===== src/rtl/ov5640_init_seq.sv =====
// ov5640_init_seq: writes the OV5640 register init table through an I2C master,
// with power-up wait, inter-write gap, per-entry NACK retry and start timeout.
module ov5640_init_seq #(
  parameter int NUM_REGS      = 4,
  parameter int STARTUP_WAIT  = 250,
  parameter int GAP_WAIT      = 125,
  parameter int MAX_RETRY     = 3,
  parameter int START_TIMEOUT = 200
) (
  input  logic        ack_clk,
  input  logic        reset,
  input  logic        start,
  input  logic        i2c_done,
  input  logic        i2c_nack,
  output logic [23:0] send_dat,
  output logic        sendit,
  output logic [7:0]  index,
  output logic        busy,
  output logic        init_done,
  output logic        init_error
);
  localparam int MW0      = STARTUP_WAIT > GAP_WAIT ? STARTUP_WAIT : GAP_WAIT;
  localparam int MAX_WAIT = MW0 > START_TIMEOUT ? MW0 : START_TIMEOUT;
  localparam int CW       = MAX_WAIT > 0 ? $clog2(MAX_WAIT + 1) : 1;
  localparam int RW       = MAX_RETRY > 0 ? $clog2(MAX_RETRY + 1) : 1;
  localparam logic [23:0] ROM [4] = '{24'h310311, 24'h300882, 24'h300842, 24'h300802};
  typedef enum logic [3:0] {
    IDLE, POWER_WAIT, LOAD, ISSUE, WAIT_START, WAIT_END, CHECK, GAP, FINISH, FAIL
  } state_t;
  state_t          state, state_n;
  logic [CW-1:0]   cnt, cnt_n;
  logic [RW-1:0]   retry, retry_n;
  logic [7:0]      index_n;
  logic [23:0]     send_dat_n, rom_word;
  logic            sendit_n, done_n, err_n;
  logic            start_low, start_edge;
  logic            pw_last, gap_last, to_last, retry_ok, more;
  // start_low resets to 0, so a start held high through reset is never an edge
  assign start_edge = start & start_low;
  assign rom_word   = (index < 8'd4) ? ROM[index[1:0]] : 24'h000000;
  assign pw_last    = int'(cnt) + 1 >= STARTUP_WAIT;
  assign gap_last   = int'(cnt) + 1 >= GAP_WAIT;
  assign to_last    = int'(cnt) + 1 >= START_TIMEOUT;
  assign retry_ok   = int'(retry) < MAX_RETRY;
  assign more       = int'(index) < NUM_REGS;
  assign busy       = !(state == IDLE || state == FINISH || state == FAIL);
  always_comb begin
    state_n    = state;
    cnt_n      = '0;
    retry_n    = retry;
    index_n    = index;
    send_dat_n = send_dat;
    sendit_n   = sendit;
    done_n     = init_done;
    err_n      = init_error;
    case (state)
      IDLE, FINISH, FAIL:
        if (start_edge) begin
          state_n = POWER_WAIT;
          index_n = '0;
          retry_n = '0;
          done_n  = 1'b0;
          err_n   = 1'b0;
        end
      POWER_WAIT:
        if (pw_last) state_n = LOAD;
        else cnt_n = cnt + 1'b1;
      LOAD: begin
        send_dat_n = rom_word;
        state_n    = ISSUE;
      end
      ISSUE: begin
        sendit_n = 1'b1;
        state_n  = WAIT_START;
      end
      WAIT_START:
        if (!i2c_done) state_n = WAIT_END;
        else if (to_last) begin
          state_n  = FAIL;
          sendit_n = 1'b0;
          err_n    = 1'b1;
        end else cnt_n = cnt + 1'b1;
      WAIT_END:
        if (i2c_done) begin
          sendit_n = 1'b0;
          state_n  = CHECK;
        end
      CHECK:
        if (!i2c_nack) begin
          retry_n = '0;
          index_n = index + 8'd1;
          state_n = GAP;
        end else if (retry_ok) begin
          retry_n = retry + 1'b1;
          state_n = GAP;
        end else begin
          state_n = FAIL;
          err_n   = 1'b1;
        end
      GAP:
        if (gap_last) begin
          state_n = more ? LOAD : FINISH;
          done_n  = !more;
        end else cnt_n = cnt + 1'b1;
      default: state_n = IDLE;
    endcase
  end
  always_ff @(posedge ack_clk or posedge reset) begin
    if (reset) begin
      state      <= IDLE;
      cnt        <= '0;
      retry      <= '0;
      index      <= '0;
      send_dat   <= '0;
      sendit     <= 1'b0;
      init_done  <= 1'b0;
      init_error <= 1'b0;
      start_low  <= 1'b0;
    end else begin
      state      <= state_n;
      cnt        <= cnt_n;
      retry      <= retry_n;
      index      <= index_n;
      send_dat   <= send_dat_n;
      sendit     <= sendit_n;
      init_done  <= done_n;
      init_error <= err_n;
      start_low  <= ~start;
    end
  end
endmodule


===== config.mk =====
export PLATFORM = sky130hd
export DESIGN_NAME = ov5640_init_seq
export DESIGN_NICKNAME = d
export VERILOG_FILES = /design/src/rtl/ov5640_init_seq.sv
export SDC_FILE = /design/constraint.sdc
export NUM_CORES = 1
export LEC_CHECK = 0
export ABC_CLOCK_PERIOD_IN_PS = 2800
export CAP_MARGIN = 20
export CORE_ASPECT_RATIO = 0.9
export CORE_MARGIN = 10
export CORE_UTILIZATION = 40
export DETAILED_ROUTE_END_ITERATION = 16
export SETUP_SLACK_MARGIN = 0.1
export SLEW_MARGIN = 30
export SYNTH_ARGS = -nofsm -noshare
export SYNTH_HDL_FRONTEND = slang
export SYNTH_SLANG_ARGS = --single-unit

===== constraint.sdc =====
create_clock -name ack_clk -period 2.8 [get_ports ack_clk]
set_clock_uncertainty 0.15 [all_clocks]
set_input_delay 0.42 -clock ack_clk [delete_from_list [all_inputs] [get_ports ack_clk]]
set_output_delay 0.42 -clock ack_clk [all_outputs]
set_load 0.005 [all_outputs]

Yosys cells after proc, flatten, opt, wreduce, memory -nomap -nowiden --
Cells that the tools add are included.
Operators by class: mux-type cells 38, bitwise logic cells 3, reduce and logical (&&, ||, !) cells 16, equality and inequality tests 20, add/subtract/negate cells 4, magnitude comparators 7
Operators by type and width (number):
- 2-to-1 mux 24 bit | 3
- binary-select mux 24 bit (select 2 bit) | 1
- 2-to-1 mux 8 bit | 6
- 2-to-1 mux 4 bit | 9
- greater-or-equal comparator 32 x 8 -> 1 bit, second input constant | 1
- greater-or-equal comparator 32 x 9 -> 1 bit, second input constant | 1
- one-hot mux 4 bit (8 select lines) | 1
- one-hot mux 8 bit (3 select lines) | 1
- != test 2 bit, second input constant | 9
- adder 8 x 1 -> 8 bit, second input constant | 2
- equality test 4 x 3 -> 1 bit, second input constant | 4
- < comparator 8 x 3 -> 1 bit, second input constant | 2
- one-hot mux 8 bit (2 select lines) | 1
- adder 8 x 1 -> 9 bit, second input constant | 1
- greater-or-equal comparator 9 x 8 -> 1 bit, second input constant | 1
- 2-to-1 mux 1 bit | 9
- AND reduction 3 bit | 3
- equality test 4 x 2 -> 1 bit, second input constant | 2
- equality test 4 bit, second input constant | 2
- 2-to-1 mux 2 bit | 3
- != test 3 bit, second input constant | 2
- one-hot mux 1 bit (3 select lines) | 2
- AND reduction 6 bit | 1
- nonzero test 3 bit | 2
- 16 further kinds | 19
Storage, ports and cells: bits of input ports 5, logic and storage cells 97, output and inout port bits 36, flip-flop bits (word level) 50

Longest topological paths before layout --
Gate-level depths: netlist (run 1).
word-level depth 5, depth in mapped cells 8, mapped depth without buffers 8

Least setup slack after synthesis (run 1) --
Ideal clock, no wire load.
kind reg-to-reg, start register cnt[0], end register state[2], data arrival time 2.179 ns, stages on the path, launching flop included 9, slack 0.344 ns, setup time 0.128 ns, path through dfrtp_1 -> ha_1 -> clkbuf_8 -> xnor2_1 -> a311oi_1 -> a21oi_1 -> and4b_1 -> nor4b_4 -> mux2_1
On the way: word-level cells in the longest chain between the ends 4
RTL lines:
- from (decl) | RTL line 31 | logic [CW-1:0] cnt, cnt_n;
- from (signal assigned) | RTL line 121 | cnt <= cnt_n;
- adder 8 x 1 -> 9 bit * | RTL line 41, 42, 43
- greater-or-equal comparator 32 x 9 -> 1 bit, or another cell as far along | RTL line 41 | assign pw_last = int'(cnt) + 1 >= STARTUP_WAIT;
- != test 2 bit (no source line) or != test 3 bit (tied branches)
- AND reduction 5 bit (no source line) *
- to (signal assigned) | RTL line 120 | state <= state_n;
- to (decl) | RTL line 30 | state_t state, state_n;
Mark *: on every way between the ends. The rest lies on a longest branch, timed or not. A chain may end at the register's enable or synchronous reset.

Worst setup path after layout (run 1) --
start register cnt[1], end register state[2]
Same word-level chain as after synthesis.

==> impl_metrics.tcl, run 1 <==
set metrics [dict create \
    status "finished clean" \
    holdWs_ns 0.330 \
    hold_buffers 0 \
    yosysSeqAreaShare 0.353 \
    synth_flop_cell "dfrtp_1" \
    max_freq_ghz 0.397 \
    p_total_mw 2.15 \
    path_cells "ha_4 > xnor2_1 > a311oi_1 > a21oi_1 > and4b_1 > nor4b_4 > mux2_1" \
    drc 0 \
    stdcell_area_um2 2510 \
    dp_cells 325 \
    multi_input_area_um2 1190 \
    relSlewSlack 0.658 \
    power_density_nw_per_um2 856 \
    grt_max_degree 32 \
    pre_cts_ws_ns 0.129 \
    wl_per_cell_um 14.4 \
    cts_num_sinks 31 \
    diodes 0 \
    drt_wl_total_mm 4.79 \
    yosys.area.top_type "dfrtp_1" \
    cp.required_ns 2.82 \
    post_cts_buffers 0 \
    cts-resized-gates 0 \
    tightestPinTransition_ns 0.514 \
    cts_inserted_buffers 5 \
    hold_viol 0 \
    fin_nets 279 \
    ff_latch_area_um2 776 \
    netlist-cell-type-count 56 \
    drtIter0Drc 103 \
    grt-ovfl-total 0 \
    synthesis.area_um2 2190 \
    maxCapViolations 0 \
    final_cells 333 \
    grt_pass1_vias 1583 \
    synth_common_cells "dfrtp_1, nand2_1, nor2_1, o21ai_0, buf_4" \
    die_y_um 90.3 \
    cts_tree "done" \
    dpl-instance-area_um2 2380 \
    p_leak_nw 1.06 \
    grt_pass1_wl_mm 7.73 \
    timing.final.crit_period_ns 2.52 \
    slowest_delay_ns 0.47 \
    synth_top_area_frac 0.353 \
    hp-class "register to register" \
    async_flop_share 1.00 \
    gp_congestion 0.921 \
    critPathLaunchType "register" \
    fin_setup_tns_ns 0 \
    yosys_register_bits 31 \
    setup_ws_ns 0.283 \
    yosysMostFrequentCell "dfrtp_1" \
    area_growth_pct 14.3 \
    root_buffer "clkbuf_8" \
    rows 25 \
    cp.arrival_ns 2.54 \
    worst_setup_path_end_kind "register" \
    avgSynthCellArea_um2 8.89 \
    core_area_um2 5290 \
    syn_inst 247 \
    ir_drop_mv 0.539 \
    first_pass_iters 4 \
    htree_levels 2 \
    postLayoutCoreUtil 0.475 \
    final_antenna_net_count 0 \
    antenna_found_initial 0 \
    yosysWarnings 0 \
    dr_total_vias 1736 \
    io_pins 41 \
    drive_gt1_frac 0.0940 \
    maxSlewViolCount 0 \
    grt_usage 0.103 \
    clock_latency_ns 0.29 \
    start_util 0.415 \
    critical_path.max_fanout 10 \
    dp_hpwl_mm 3.50 \
    setup_viol 0 \
    crit_family "simple AND/OR/NAND/NOR gates" \
    fillers 521 \
    synth_edf_count 0 \
    slowest_stage "dfrtp_1" \
    fin_crit_sh 0.899 \
    port_buffers 27 \
    path_class "register to register" \
    dieWidth_um 98.1 \
    clk_pin_slew_worst_paths_ns 0.07 \
    max-clock-path-buffers 2 \
    vias_per_cell 5.21 \
    rsz0062_at_grt "no" \
    die-area_um2 8850 \
    synthTopCellsByArea "dfrtp_1, buf_4, ha_1" \
    cp_num_buf_inv 0 \
]
==> tightest hold or removal path, delay by kind of cell, from the launching register on <==
| family | cells | cell delay, ns |
|---|---|---|
| AO/OA/AOI/OAI | 1 | 0.06 |
| flip-flops | 1 | 0.34 |
| AND/OR/NAND/NOR | 1 | 0.04 |
==> sequential cells by signal (all words and copies together), names as in the netlist <==
name        flops
index           8
send_dat        5
state           4
init_done       1
init_error      1
start_low       1
cnt             8
retry           2
sendit          1
==> logic make-up (layout without fill, tap and decap cells) <==
logic type      count (synthesis)  after routing  synth area share
other cells                     1             13           0.00171
fa+ha+maj                       9              9            0.0513
compound gates                 58             58             0.178
simple gates                   93             93             0.226
mux                             4              4            0.0200
buf+inv                        41             48             0.129
xor+xnor                       10             10            0.0399
flops                          31             31             0.353
==> power breakdown <==
group	switching, mW	internal (mW)
clock network	0.172	0.288
logic	0.433	0.509
registers	0.192	0.555
==> cells in the final DEF (no fill, tap or decap), types with 2 or more instances in the layout <==
master / netlist / routed
nor2b_1: 2 / 2
nand2b_1: 5 / 5
a21oi_1: 9 / 9
a22o_1: 2 / 2
ha_1: 9 / 8
o31a_1: 2 / 2
o21ai_0: 20 / 20
a211o_1: 3 / 3
xor2_1: 3 / 3
nor2_1: 20 / 20
o31ai_1: 3 / 3
inv_1: 8 / 8
a32o_1: 2 / 2
or3_1: 2 / 2
mux2_1: 2 / 2
nand4b_1: 3 / 3
dfrtp_1: 31 / 31
conb_1: 1 / 13
xnor2_1: 7 / 7
buf_4: 19 / 5
nand2_1: 25 / 25
clkdlybuf4s50_1: 0 / 27
nand3b_1: 2 / 2
a31oi_1: 3 / 3
nor3_1: 5 / 5
nand4_1: 4 / 4
clkbuf_8: 5 / 6
nand3_1: 12 / 12
a311oi_1: 3 / 3
==> path summary, 6_finish.rpt <==
| path | startpoint | end | slack [ns] | cells after the start |
|---|---|---|---|---|
| max | cnt[1]$_DFF_PP0_ | state[2]$_DFFE_PP0P_ | 0.28 | 7 |
| min | send_dat[6]$_DFFE_PP0P_ | send_dat[6]$_DFFE_PP0P_ | 0.33 | 2 |
| max reg2reg | cnt[1]$_DFF_PP0_ | state[2]$_DFFE_PP0P_ | 0.28 | 7 |
| min reg2reg | send_dat[6]$_DFFE_PP0P_ | send_dat[6]$_DFFE_PP0P_ | 0.33 | 2 |
| max in group asynchronous | reset | cnt[0]$_DFF_PP0_ | 1.83 | 3 |
| min in group asynchronous | reset | send_dat[16]$_DFFE_PP0P_ | 0.37 | 3 |
==> area by class of cell <==
| class | instances | share of cell area |
|---|---|---|
| multi-input cells | 187 | 0.476 |
| flip-flops and latches | 31 | 0.309 |
| repair buffers | 32 | 0.123 |
| well taps | 67 | 0.0334 |
| clock buffers | 6 | 0.0329 |
| clock inverters | 2 | 0.0140 |
| inverters | 8 | 0.0120 |
==> layer usage <==
metal | share of wire | vias to the layer above | GRT usage
met5 | 0 | - | 0
met4 | 0.011 | 0 | 0.0400
met3 | 0.072 | 5 | 0.0406
met2 | 0.41 | 37 | 0.137
met1 | 0.51 | 813 | 0.143
li1 | - | 881 | -
Note: power is estimated with default switching activity, not from simulation.
==> inputs of run 2 (changes only) <==
Settings changed: CORE_ASPECT_RATIO 0.9 to 1.1.
==> run 2 against run 1 <==
- worst setup slack better by 0.0054 ns
- register-to-register slack about the same
- largest cell class unchanged
- critical endpoint is now state[3]$_DFFE_PP0P_
- sequential power down 0.9%
- final cell count up 2.4%
- via count grew 0.52%
- non-clock buffer count did not move
==> impl_metrics.tcl, run 2 (synthesized netlist as in run 1, its figures left out) <==
set metrics [dict create \
    io_pins 41 \
    power_density_nw_per_um2 853 \
    clk_pin_slew_worst_paths_ns 0.08 \
    gp_congestion 0.842 \
    cp.arrival_ns 2.53 \
    min_path_cells 2 \
    grt_pass1_wl_mm 8.64 \
    start_util 0.409 \
    r2r_end "state[3]$_DFFE_PP0P_" \
    rsz0062_at_grt "no" \
    cts_tree "done" \
    dr_wl_met3_um 296 \
    fin_crit_sh 0.897 \
    tightestPinTransition_ns 0.500 \
    first_pass_iters 6 \
    grt_max_degree 32 \
    status "finished clean" \
    cts_inserted_buffers 5 \
    rows 28 \
    ir_drop_mv 0.503 \
    path_class "register to register" \
    final_antenna_net_count 0 \
    grt-ovfl-total 0 \
    top_regs "cnt x8, index x8, send_dat x5" \
    fin_setup_tns_ns 0 \
    final_cell_mix "dfrtp_1, clkdlybuf4s50_1, nand2_1" \
    p_leak_nw 1.06 \
    critPathLaunchType "register" \
    wl_met1_mm 2.17 \
    setup_viol 0 \
    clock_latency_ns 0.29 \
    fin_nets 279 \
    ff2ff_path_depth 7 \
    p_total_mw 2.15 \
    worst_setup_path_end_kind "register" \
    wl_per_cell_um 14.7 \
    drt_wl_total_mm 5.02 \
    critical_path.max_fanout 8 \
    post_cts_buffers 0 \
    route.met2.wl_mm 2.49 \
    hold_viol 0 \
    vias_per_cell 5.12 \
    antenna_found_initial 0 \
    rrSetupSlack_ns 0.29 \
    hp-start "send_dat[6]$_DFFE_PP0P_" \
    cts_num_sinks 31 \
    cp.required_ns 2.82 \
    grt_usage 0.115 \
    die_y_um 97.7 \
    area_growth_pct 14.6 \
    dp_hpwl_mm 3.58 \
    root_buffer "clkbuf_8" \
    reg2reg_from "cnt[0]$_DFF_PP0_" \
    diodes 0 \
    relSlewSlack 0.666 \
    maxSlewViolCount 0 \
    hp-class "register to register" \
    min_to "send_dat[6]$_DFFE_PP0P_" \
    die-area_um2 8850 \
    dieWidth_um 90.6 \
    max-clock-path-buffers 2 \
    final_common_cell "dfrtp_1" \
    highest_layer "met4" \
    max_freq_ghz 0.398 \
    port_buffers 27 \
    drive_gt1_frac 0.0977 \
    maxCapViolations 0 \
    htree_levels 2 \
    holdWs_ns 0.346 \
    core_area_um2 5360 \
    timing.final.crit_period_ns 2.51 \
    grt_pass1_vias 1768 \
    fillers 551 \
    dr_total_vias 1745 \
    drtIter0Drc 67 \
    drc 0 \
]
==> run 2: cell count changes in the layout (fill, tap and decap cells not counted), sizes merged <==
cell    change
clkbuf      -1
clkinv      +1
==> run 2: how the worst max path moves through the flow <==
stage,depth (start not counted),to,from
after floorplan,8,state[2]$_DFFE_PP0P_,cnt[0]$_DFF_PP0_
after global placement,7,state[3]$_DFFE_PP0P_,cnt[1]$_DFF_PP0_
after detailed placement,7,state[3]$_DFFE_PP0P_,cnt[1]$_DFF_PP0_
after CTS,7,state[2]$_DFFE_PP0P_,cnt[1]$_DFF_PP0_
after global routing,7,state[3]$_DFFE_PP0P_,cnt[0]$_DFF_PP0_
final,7,state[3]$_DFFE_PP0P_,cnt[0]$_DFF_PP0_
==> run 2: worst max-delay path: stages (launching register included) <==
cell and delay (ns):
dfrtp_1 0.42, buf_4 0.18, and2_1 0.18, o31ai_2 0.22
a22oi_1 0.13, o31a_1 0.41, nor4b_4 0.36, mux2_1 0.35
==> run 2: timing repair <==
action                     CTS  global route
gates cloned                 0             0
pin swaps                    0             0
hold buffers                 0             0
setup endpoints to repair    2             2
resized for setup            1             2
==> run 2: cell type report <==
cell class                      count  area (um2)  share of cell area
Tap cell                           75        93.8              0.0373
Multi-Input combinational cell    187        1190               0.475
Clock inverter                      3        43.8              0.0174
Sequential cell                    31         777               0.309
Clock buffer                        5        68.8              0.0274
Timing Repair Buffer               32         308               0.122
Inverter                            8        30.0              0.0119
==> run 2: through the flow <==
step                cell area [um2]  setup WS, ns  std cells  utilization
finish                         2510         0.288        341        0.469
global route                   2510         0.140        341        0.469
CTS                            2500         0.177        341        0.467
detailed placement             2390         0.107        333        0.446
global placement               2390         0.165        333        0.446
floorplan                      2240         0.344        259            -
==> run 2: layer usage <==
layer  up-vias  track usage
met1       822        0.130
met2        43        0.198
met4         0       0.0404
li1        873            -
met3         7       0.0363
met5         -            0
==> run 2: where the power goes <==
part / switching, mW / internal [mW] / total [mW]
Sequential: 0.183 / 0.556 / 0.740
Clock: 0.186 / 0.265 / 0.451
Combinational: 0.443 / 0.511 / 0.955
